$ cat config.mk
export PLATFORM = sky130hd
export DESIGN_NAME = mux4_feeder
export DESIGN_NICKNAME = d
export VERILOG_FILES = /design/src/rtl/mux4_feeder_pkg.sv /design/src/rtl/mux4_feeder_slot_bank.sv /design/src/rtl/mux4_feeder.sv
export SDC_FILE = /design/constraint.sdc
export NUM_CORES = 1
export LEC_CHECK = 0
export BUFFER_PORTS_ARGS = -buffer_cell sky130_fd_sc_hd__buf_2
export CAP_MARGIN = 20
export CORE_MARGIN = 2
export CORE_UTILIZATION = 34
export CTS_CLUSTER_DIAMETER = 50
export DETAILED_ROUTE_END_ITERATION = 12
export GPL_TIMING_DRIVEN = 0
export PLACE_DENSITY = 0.65
export REMOVE_ABC_BUFFERS = 1
export SLEW_MARGIN = 5
export SYNTH_ARGS = -nofsm -noshare
export SYNTH_HDL_FRONTEND = slang
export SYNTH_HIERARCHICAL = 1
export SYNTH_SLANG_ARGS = --single-unit
$ cat constraint.sdc
create_clock -name Clk -period 5.1 [get_ports Clk]
set_input_delay 0.255 -clock Clk [delete_from_list [all_inputs] [get_ports Clk]]
set_output_delay 0.255 -clock Clk [all_outputs]
set_load 0.005 [all_outputs]
$ cat src/rtl/mux4_feeder_pkg.sv
// -----------------------------------------------------------------------------
// mux4_feeder_pkg
// Shared types and constants for the mux4_feeder block.
//
// Contents:
//   DEFAULT_WIDTH  default data word width
//   state_t        FSM state encoding (FILL, SCAN)
//   SEL_FIRST      first mux select value of a scan
//   SEL_LAST       last mux select value of a scan
//   sel_step()     next select value in scan order
//
// Configuration macro: MUX4_FEEDER_REVERSE_SCAN_EN
//   undefined : scan 00 -> 01 -> 10 -> 11
//   defined   : scan 11 -> 10 -> 01 -> 00
// The fill order (slot 0 first) does not depend on the macro.
// -----------------------------------------------------------------------------
package mux4_feeder_pkg;

    localparam int DEFAULT_WIDTH = 32;

    typedef enum logic {
        FILL = 1'b0,
        SCAN = 1'b1
    } state_t;

`ifdef MUX4_FEEDER_REVERSE_SCAN_EN
    localparam logic [1:0] SEL_FIRST = 2'b11;
    localparam logic [1:0] SEL_LAST  = 2'b00;
`else
    localparam logic [1:0] SEL_FIRST = 2'b00;
    localparam logic [1:0] SEL_LAST  = 2'b11;
`endif

    // Advance the mux select one position in scan order.
    function automatic logic [1:0] sel_step(input logic [1:0] sel);
`ifdef MUX4_FEEDER_REVERSE_SCAN_EN
        return sel - 2'd1;
`else
        return sel + 2'd1;
`endif
    endfunction

endpackage

$ cat src/rtl/mux4_feeder_slot_bank.sv
// -----------------------------------------------------------------------------
// slot_bank
// Four WIDTH-bit registers written one at a time and read in parallel.
// Every output is a direct register output, so the mux data inputs only
// change on a write.
//
// Ports:
//   clk       clock, rising edge
//   rst       asynchronous active-high reset, clears every slot
//   wr_en     write enable
//   wr_addr   2-bit slot address of the write
//   wr_data   word to write
//   slot0..3  slot contents
// -----------------------------------------------------------------------------
module slot_bank
    import mux4_feeder_pkg::*;
#(
    parameter int WIDTH = DEFAULT_WIDTH
) (
    input  logic             clk,
    input  logic             rst,
    input  logic             wr_en,
    input  logic [1:0]       wr_addr,
    input  logic [WIDTH-1:0] wr_data,
    output logic [WIDTH-1:0] slot0,
    output logic [WIDTH-1:0] slot1,
    output logic [WIDTH-1:0] slot2,
    output logic [WIDTH-1:0] slot3
);

    logic [WIDTH-1:0] slots [4];

    always_ff @(posedge clk or posedge rst) begin
        if (rst) begin
            for (int i = 0; i < 4; i++) begin
                slots[i] <= '0;
            end
        end else if (wr_en) begin
            slots[wr_addr] <= wr_data;
        end
    end

    assign slot0 = slots[0];
    assign slot1 = slots[1];
    assign slot2 = slots[2];
    assign slot3 = slots[3];

endmodule

$ cat src/rtl/mux4_feeder.sv
// -----------------------------------------------------------------------------
// mux4_feeder
// Collects four upstream words into a slot bank (FILL), then steps the
// select of a downstream 4:1 mux through the slots as the consumer takes
// each word (SCAN). After the last slot is taken the block refills.
//
// Ports:
//   Clk       clock, rising edge
//   Reset     asynchronous active-high reset
//   InData    upstream word
//   InValid   InData valid
//   InReady   block accepts InData (high throughout FILL)
//   Flush     synchronous abort of the current fill or scan
//   Data0..3  slot contents, wired to the mux data inputs
//   Select    mux select
//   OutValid  selected mux output is valid (high throughout SCAN)
//   OutReady  consumer takes the selected word
//
// Configuration macro: MUX4_FEEDER_REVERSE_SCAN_EN reverses the scan
// order (see mux4_feeder_pkg).
// -----------------------------------------------------------------------------
module mux4_feeder
    import mux4_feeder_pkg::*;
#(
    parameter int WIDTH = DEFAULT_WIDTH
) (
    input  logic             Clk,
    input  logic             Reset,
    input  logic [WIDTH-1:0] InData,
    input  logic             InValid,
    output logic             InReady,
    input  logic             Flush,
    output logic [WIDTH-1:0] Data0,
    output logic [WIDTH-1:0] Data1,
    output logic [WIDTH-1:0] Data2,
    output logic [WIDTH-1:0] Data3,
    output logic [1:0]       Select,
    output logic             OutValid,
    input  logic             OutReady
);

    state_t     state;
    logic [1:0] wptr;
    logic [1:0] sel;
    logic       in_ready;
    logic       out_valid;
    logic       wr_en;

    // A flush drops any word offered in the same cycle.
    assign wr_en = (state == FILL) && InValid && !Flush;

    slot_bank #(
        .WIDTH (WIDTH)
    ) u_slot_bank (
        .clk     (Clk),
        .rst     (Reset),
        .wr_en   (wr_en),
        .wr_addr (wptr),
        .wr_data (InData),
        .slot0   (Data0),
        .slot1   (Data1),
        .slot2   (Data2),
        .slot3   (Data3)
    );

    // Handshake flags are registered alongside the state so they switch on
    // the same edge as the state they describe.
    always_ff @(posedge Clk or posedge Reset) begin
        if (Reset) begin
            state     <= FILL;
            wptr      <= 2'd0;
            sel       <= SEL_FIRST;
            in_ready  <= 1'b1;
            out_valid <= 1'b0;
        end else if (Flush) begin
            state     <= FILL;
            wptr      <= 2'd0;
            sel       <= SEL_FIRST;
            in_ready  <= 1'b1;
            out_valid <= 1'b0;
        end else begin
            case (state)
                FILL: begin
                    if (InValid) begin
                        // wptr wraps 3 -> 0 by itself on the final word.
                        wptr <= wptr + 2'd1;
                        if (wptr == 2'd3) begin
                            state     <= SCAN;
                            in_ready  <= 1'b0;
                            out_valid <= 1'b1;
                        end
                    end
                end
                SCAN: begin
                    if (OutReady) begin
                        if (sel == SEL_LAST) begin
                            state     <= FILL;
                            sel       <= SEL_FIRST;
                            in_ready  <= 1'b1;
                            out_valid <= 1'b0;
                        end else begin
                            sel <= sel_step(sel);
                        end
                    end
                end
                default: begin
                    state     <= FILL;
                    wptr      <= 2'd0;
                    sel       <= SEL_FIRST;
                    in_ready  <= 1'b1;
                    out_valid <= 1'b0;
                end
            endcase
        end
    end

    assign InReady  = in_ready;
    assign OutValid = out_valid;
    assign Select   = sel;

endmodule

# Yosys cells after proc, flatten, opt, wreduce, memory -nomap -nowiden

Index checks and enable logic that the tools add are counted.

Logic and storage cells: 60
Register bits: 135
Input bits: 37

$add $sub $neg: 2
Muxes and demuxes: 28
Reductions and logical operators: 10
Order comparisons: 2
Eq/ne operators: 7
Bitwise logic cells: 2

Operator list:

| kind                                               | number |
|---|---|
| bitwise mux 128 bit                                | 1 |
| demux 32 bit (select 2 bit)                        | 1 |
| 2-to-1 mux 32 bit                                  | 1 |
| 2-to-1 mux 1 bit                                   | 15 |
| 2-to-1 mux 2 bit                                   | 7 |
| != test 3 x 2 -> 1 bit, second input constant      | 2 |
| != test 3 bit, second input constant               | 2 |
| one-hot mux 1 bit (2 select lines)                 | 3 |
| nonzero test 2 bit                                 | 3 |
| adder 2 x 1 -> 2 bit, second input constant        | 2 |
| equality test 2 bit, second input constant         | 2 |
| AND reduction 2 bit                                | 2 |
| AND reduction 4 bit                                | 1 |
| >= comparator 3 bit, second input constant         | 1 |
| logical AND 1 bit                                  | 3 |
| < comparator 3 x 1 -> 1 bit, second input constant | 1 |
| inverter 2 -> 3 bit                                | 1 |
| != test 2 bit, second input constant               | 1 |
| zero test 1 bit                                    | 1 |
| inverter 1 bit                                     | 1 |

# Longest topological paths before layout

Depth in word-level cells: 6
Mapped depth: 5
Mapped depth without buffers: 4

# Hierarchy

The synthesis kept the hierarchy.

By module, submodules not included:

| module      | instances | area an instance (sq um) | cells an instance | seq. area each (sq um) |
|---|---|---|---|---|
| slot_bank   | 1         | 4,748.3                  | 273               | 3,203.1 |
| mux4_feeder | 1         | 340.3                    | 33                | 176.4 |

# Worst setup path before layout

No wires, ideal clock.

Path kind: register to register
Start point: reg state
End point: reg u_slot_bank.slots, in the netlist u_slot_bank/slot0[20]
Arrival: 1,581 ps
Clock period less this slack: 1,706 ps
Stages on the path, launching flop included: 6
Buffers on the path: 1
Data required time: 4,975 ps
Path slack: 3,394 ps
Library setup time: 125 ps
Path through: dfrtp_1 nor2_2 and2_1 nor3b_2 buf_4 mux2_2

Cells in the longest elaborated chain, start to end: 3

Ends and longest elaborated chain:

| element                         | RTL line                    | source |
|---|---|---|
| from (decl)                     | mux4_feeder.sv:42           | `state_t state;` |
| from (signal assigned)          | mux4_feeder.sv:70           | `state <= FILL;` |
| from (signal assigned)          | mux4_feeder.sv:76           | `state <= FILL;` |
| from (signal assigned)          | mux4_feeder.sv:88           | `state <= SCAN;` |
| inverter 1 bit                  | --                          |  |
| logical AND 1 bit (2 in series) | mux4_feeder.sv:50           | `assign wr_en = (state == FILL) && InValid && !Flush;` |
| via wr_en                       | mux4_feeder.sv:47           | `logic wr_en;` |
| to (signal, indexed assignment) | mux4_feeder_slot_bank.sv:39 | `slots[wr_addr] <= wr_data;` |
| to (decl)                       | mux4_feeder_slot_bank.sv:31 | `logic [WIDTH-1:0] slots [4];` |

The timed path passes the listed nets, and every way through them passes these cells.
A chain may end at the register's enable or synchronous reset.

# Worst setup path after layout

Start point: reg state
End point: reg u_slot_bank.slots, in the netlist u_slot_bank/slot0[3]

The elaborated chain is that of the path after synthesis.

==> flow_summary.ini <==
[status]
outcome = complete, no violations

[logic_synthesis]
ys_ff_latch = 135
synth_adder_area_share = 0.00492
yosys.area_share.simple = 0.0204
synth_xor_area_frac = 0.00172
syn_inst = 306
synth_cell_types = 22
synth_top_family_by_area = multiplexers
ys_seq_area_frac = 0.664
netlist_area_sq_um = 5090
ys_warn_count = 6
synthMuxAreaShare = 0.287
avgSynthCellArea_sq_um = 16.6
synth_compound_area_frac = 0.00688

[job]
maxCapViolations = 0

[timing]
period_share = 0.495
fin_ws_ns = 2.58
slew_headroom = 0.441
fmax_mhz = 397
report.final.slew_viol_count = 0
fin_skew_ns = 0.00451
hold_viol = 0
finalSetupViolCount = 0
worst_slew_pin_slew_ns = 0.837
period_needed_ns = 2.52
tns_ns = 0
rsz0062_at_grt = no

[power_and_ir_drop]
finalPower_uw = 3480
power.density_nw_per_um2 = 509
leakage_uw = 0.00348
peakVddDrop_v = 0.000315

[route]
antenna_left = 0
totalWireLength_microns = 11700
avgViaCountPerCell = 4.67
vias = 3210
drtIter0Drc = 69
wl_per_cell_microns = 17.0
drc = 0
drtPass1Iterations = 4

[critical_path]
setup.worst_path.class = flip-flop to flip-flop
path_cells = nor2_2 > and2_1 > nor3b_4 > buf_8 > buf_8 > mux2_2
start_kind = flip-flop
critPathMostFrequentCell = buf_8
crit_required_ns = 5.38
worstPathArrival_ns = 2.80
cp_max_fo = 12
cpLargestDelayFamily = simple AND/OR/NAND/NOR gates
end_kind = flip-flop
path_buf_inv = 2
cpMaxStageDelayCell = nor3b_4
slowest_delay_ns = 0.74

[cts]
numCtsBuffers = 17
clkTransAtPathRegs_ns = 0.06
htreeDepth = 4
cts.path.max_buffers = 2
cts_resized = 0
cts_tree = yes
cts_root_buffer = clkbuf_16
clock_latency_ns = 0.40
numClockSinks = 135
cts_setup_buffers = 0

[grt]
grt_usage = 0.150
grt_max_degree = 73
grt_overflow = 0
grt_first_pass_wirelength_microns = 18500
antenna_found_initial = 0
first_global_vias = 3439

[layout]
layout-drive-gt1-share = 0.674
antenna_cells = 0
syn_to_final_growth_pct = 34.5
fin_nets = 529
design_area_sq_um = 6840
fin_cells = 687

[place]
gp_congestion = 0.726
dp_hpwl_microns = 8310
dp_cells = 654
placed_cell_area_sq_um = 6250
pre_cts_slack_ns = 2.58
io_buffers = 168

[floorplan]
die_w_microns = 126
die-area_sq_um = 16000
io_pins = 169
core_sq_um = 14600
start_util = 0.349
die-height_microns = 126
row_count = 44

[worst_hold_path]
min_path_type = input pin to flip-flop
-- kinds of logic (layout without fill, tap and decap cells) --
logic type | after synthesis | count (layout)
flops | 135 | 135
mux | 130 | 130
simple gates | 18 | 18
compound gates | 6 | 6
buf+inv | 14 | 211
fa+ha+maj | 2 | 2
xor+xnor | 1 | 1
-- cells in the final DEF (no fill, tap or decap), drive strengths merged, types with 2 or more instances in the layout --
master      n
mux2      128
nand3       2
nand2       4
inv         3
mux2i       2
nand3b      2
clkbuf     22
ha          2
dfrtp     134
clkinvlp    2
nor2b       2
clkinv      6
buf       176
a21oi       4
nor2        6
-- cell usage after synthesis --
master,n,area share
o21ai_1,1,0.00098
nor2b_4,1,0.0027
nor2b_1,1,0.0012
nor3b_2,1,0.0025
nand2_1,4,0.0029
nor2_1,5,0.0037
dfrtp_1,134,0.66
a21oi_1,4,0.0039
dfstp_2,1,0.0052
a32o_1,1,0.0020
nand3b_1,2,0.0029
nor2_2,1,0.0012
buf_4,3,0.0044
mux2_2,126,0.28
inv_1,2,0.0015
xnor2_1,1,0.0017
mux2_1,2,0.0044
ha_1,2,0.0049
mux2i_1,2,0.0039
and2_1,1,0.0012
nand3_1,2,0.0020
buf_2,9,0.0089
-- stage by stage --
step,util,hold slack [ns]
6_report,0.469,0.0992
5_1_grt,0.469,0.0808
3_5_place_dp,0.429,0.249
3_3_place_gp,0.418,0.211
2_1_floorplan,-,0.0577
4_1_cts,0.469,0.0779
-- registers in the layout, summed over array words and instances (netlist names) --
signal and cells:
u_slot_bank/slot1 32, Select 2, u_slot_bank/slot2 32, u_slot_bank/slot3 32, InReady 1, u_slot_bank/slot0 32, state 1, OutValid 1
wptr 2
-- timing repair --
action                     CTS  global route
hold endpoints to repair    62             0
setup endpoints to repair    0             0
hold buffers                 1             0
-- where the power goes --
part,switching (uW),internal [uW]
combinational,306,462
clock,449,724
sequential,152,1390
total,907,2580
-- final timing paths --
check | startpoint | end | slack (ns) | depth (start not counted)
setup / recovery | state$_DFF_PP0_ | u_slot_bank/slot0[3]$_DFFE_PP0P_ | 2.58 | 6
hold / removal | Flush | Select[1]$_DFFE_PP0P_ | 0.1 | 2
setup reg to reg | state$_DFF_PP0_ | u_slot_bank/slot0[3]$_DFFE_PP0P_ | 2.58 | 6
hold reg to reg | InReady$_DFFE_PP1P_ | InReady$_DFFE_PP1P_ | 0.48 | 2
max in group asynchronous | Reset | u_slot_bank/slot3[10]$_DFFE_PP0P_ | 3.87 | 4
min in group asynchronous | Reset | OutValid$_DFFE_PP0P_ | 0.40 | 3
-- layer usage --
metal / vias to the layer above / part of all wire / routed length, microns / global-route usage
li1: 1465 / - / - / -
met1: 1634 / 0.45 / 5200 / 0.194
met2: 104 / 0.49 / 5770 / 0.238
met3: 7 / 0.052 / 611 / 0.0536
met4: 0 / 0.0078 / 91 / 0.0485
met5: - / 0 / 0 / 0
-- area by class of cell --
| type | count | area [sq um] |
|---|---|---|
| clock buffer | 22 | 484 |
| tap | 184 | 230 |
| timing repair buffer | 177 | 996 |
| fill | 1325 | 7750 |
| clock inverter | 10 | 95.1 |
| inverter | 2 | 12.5 |
| sequential | 135 | 3380 |
| multi-input combinational | 157 | 1650 |
-- worst register-to-register path: stages, from the launching register on --
cell and delay, ns:
dfrtp_1 0.46, nor2_2 0.18, and2_1 0.24, nor3b_4 0.74, buf_8 0.25, buf_8 0.18, mux2_2 0.35
Power figures use the tool's default switching activity.
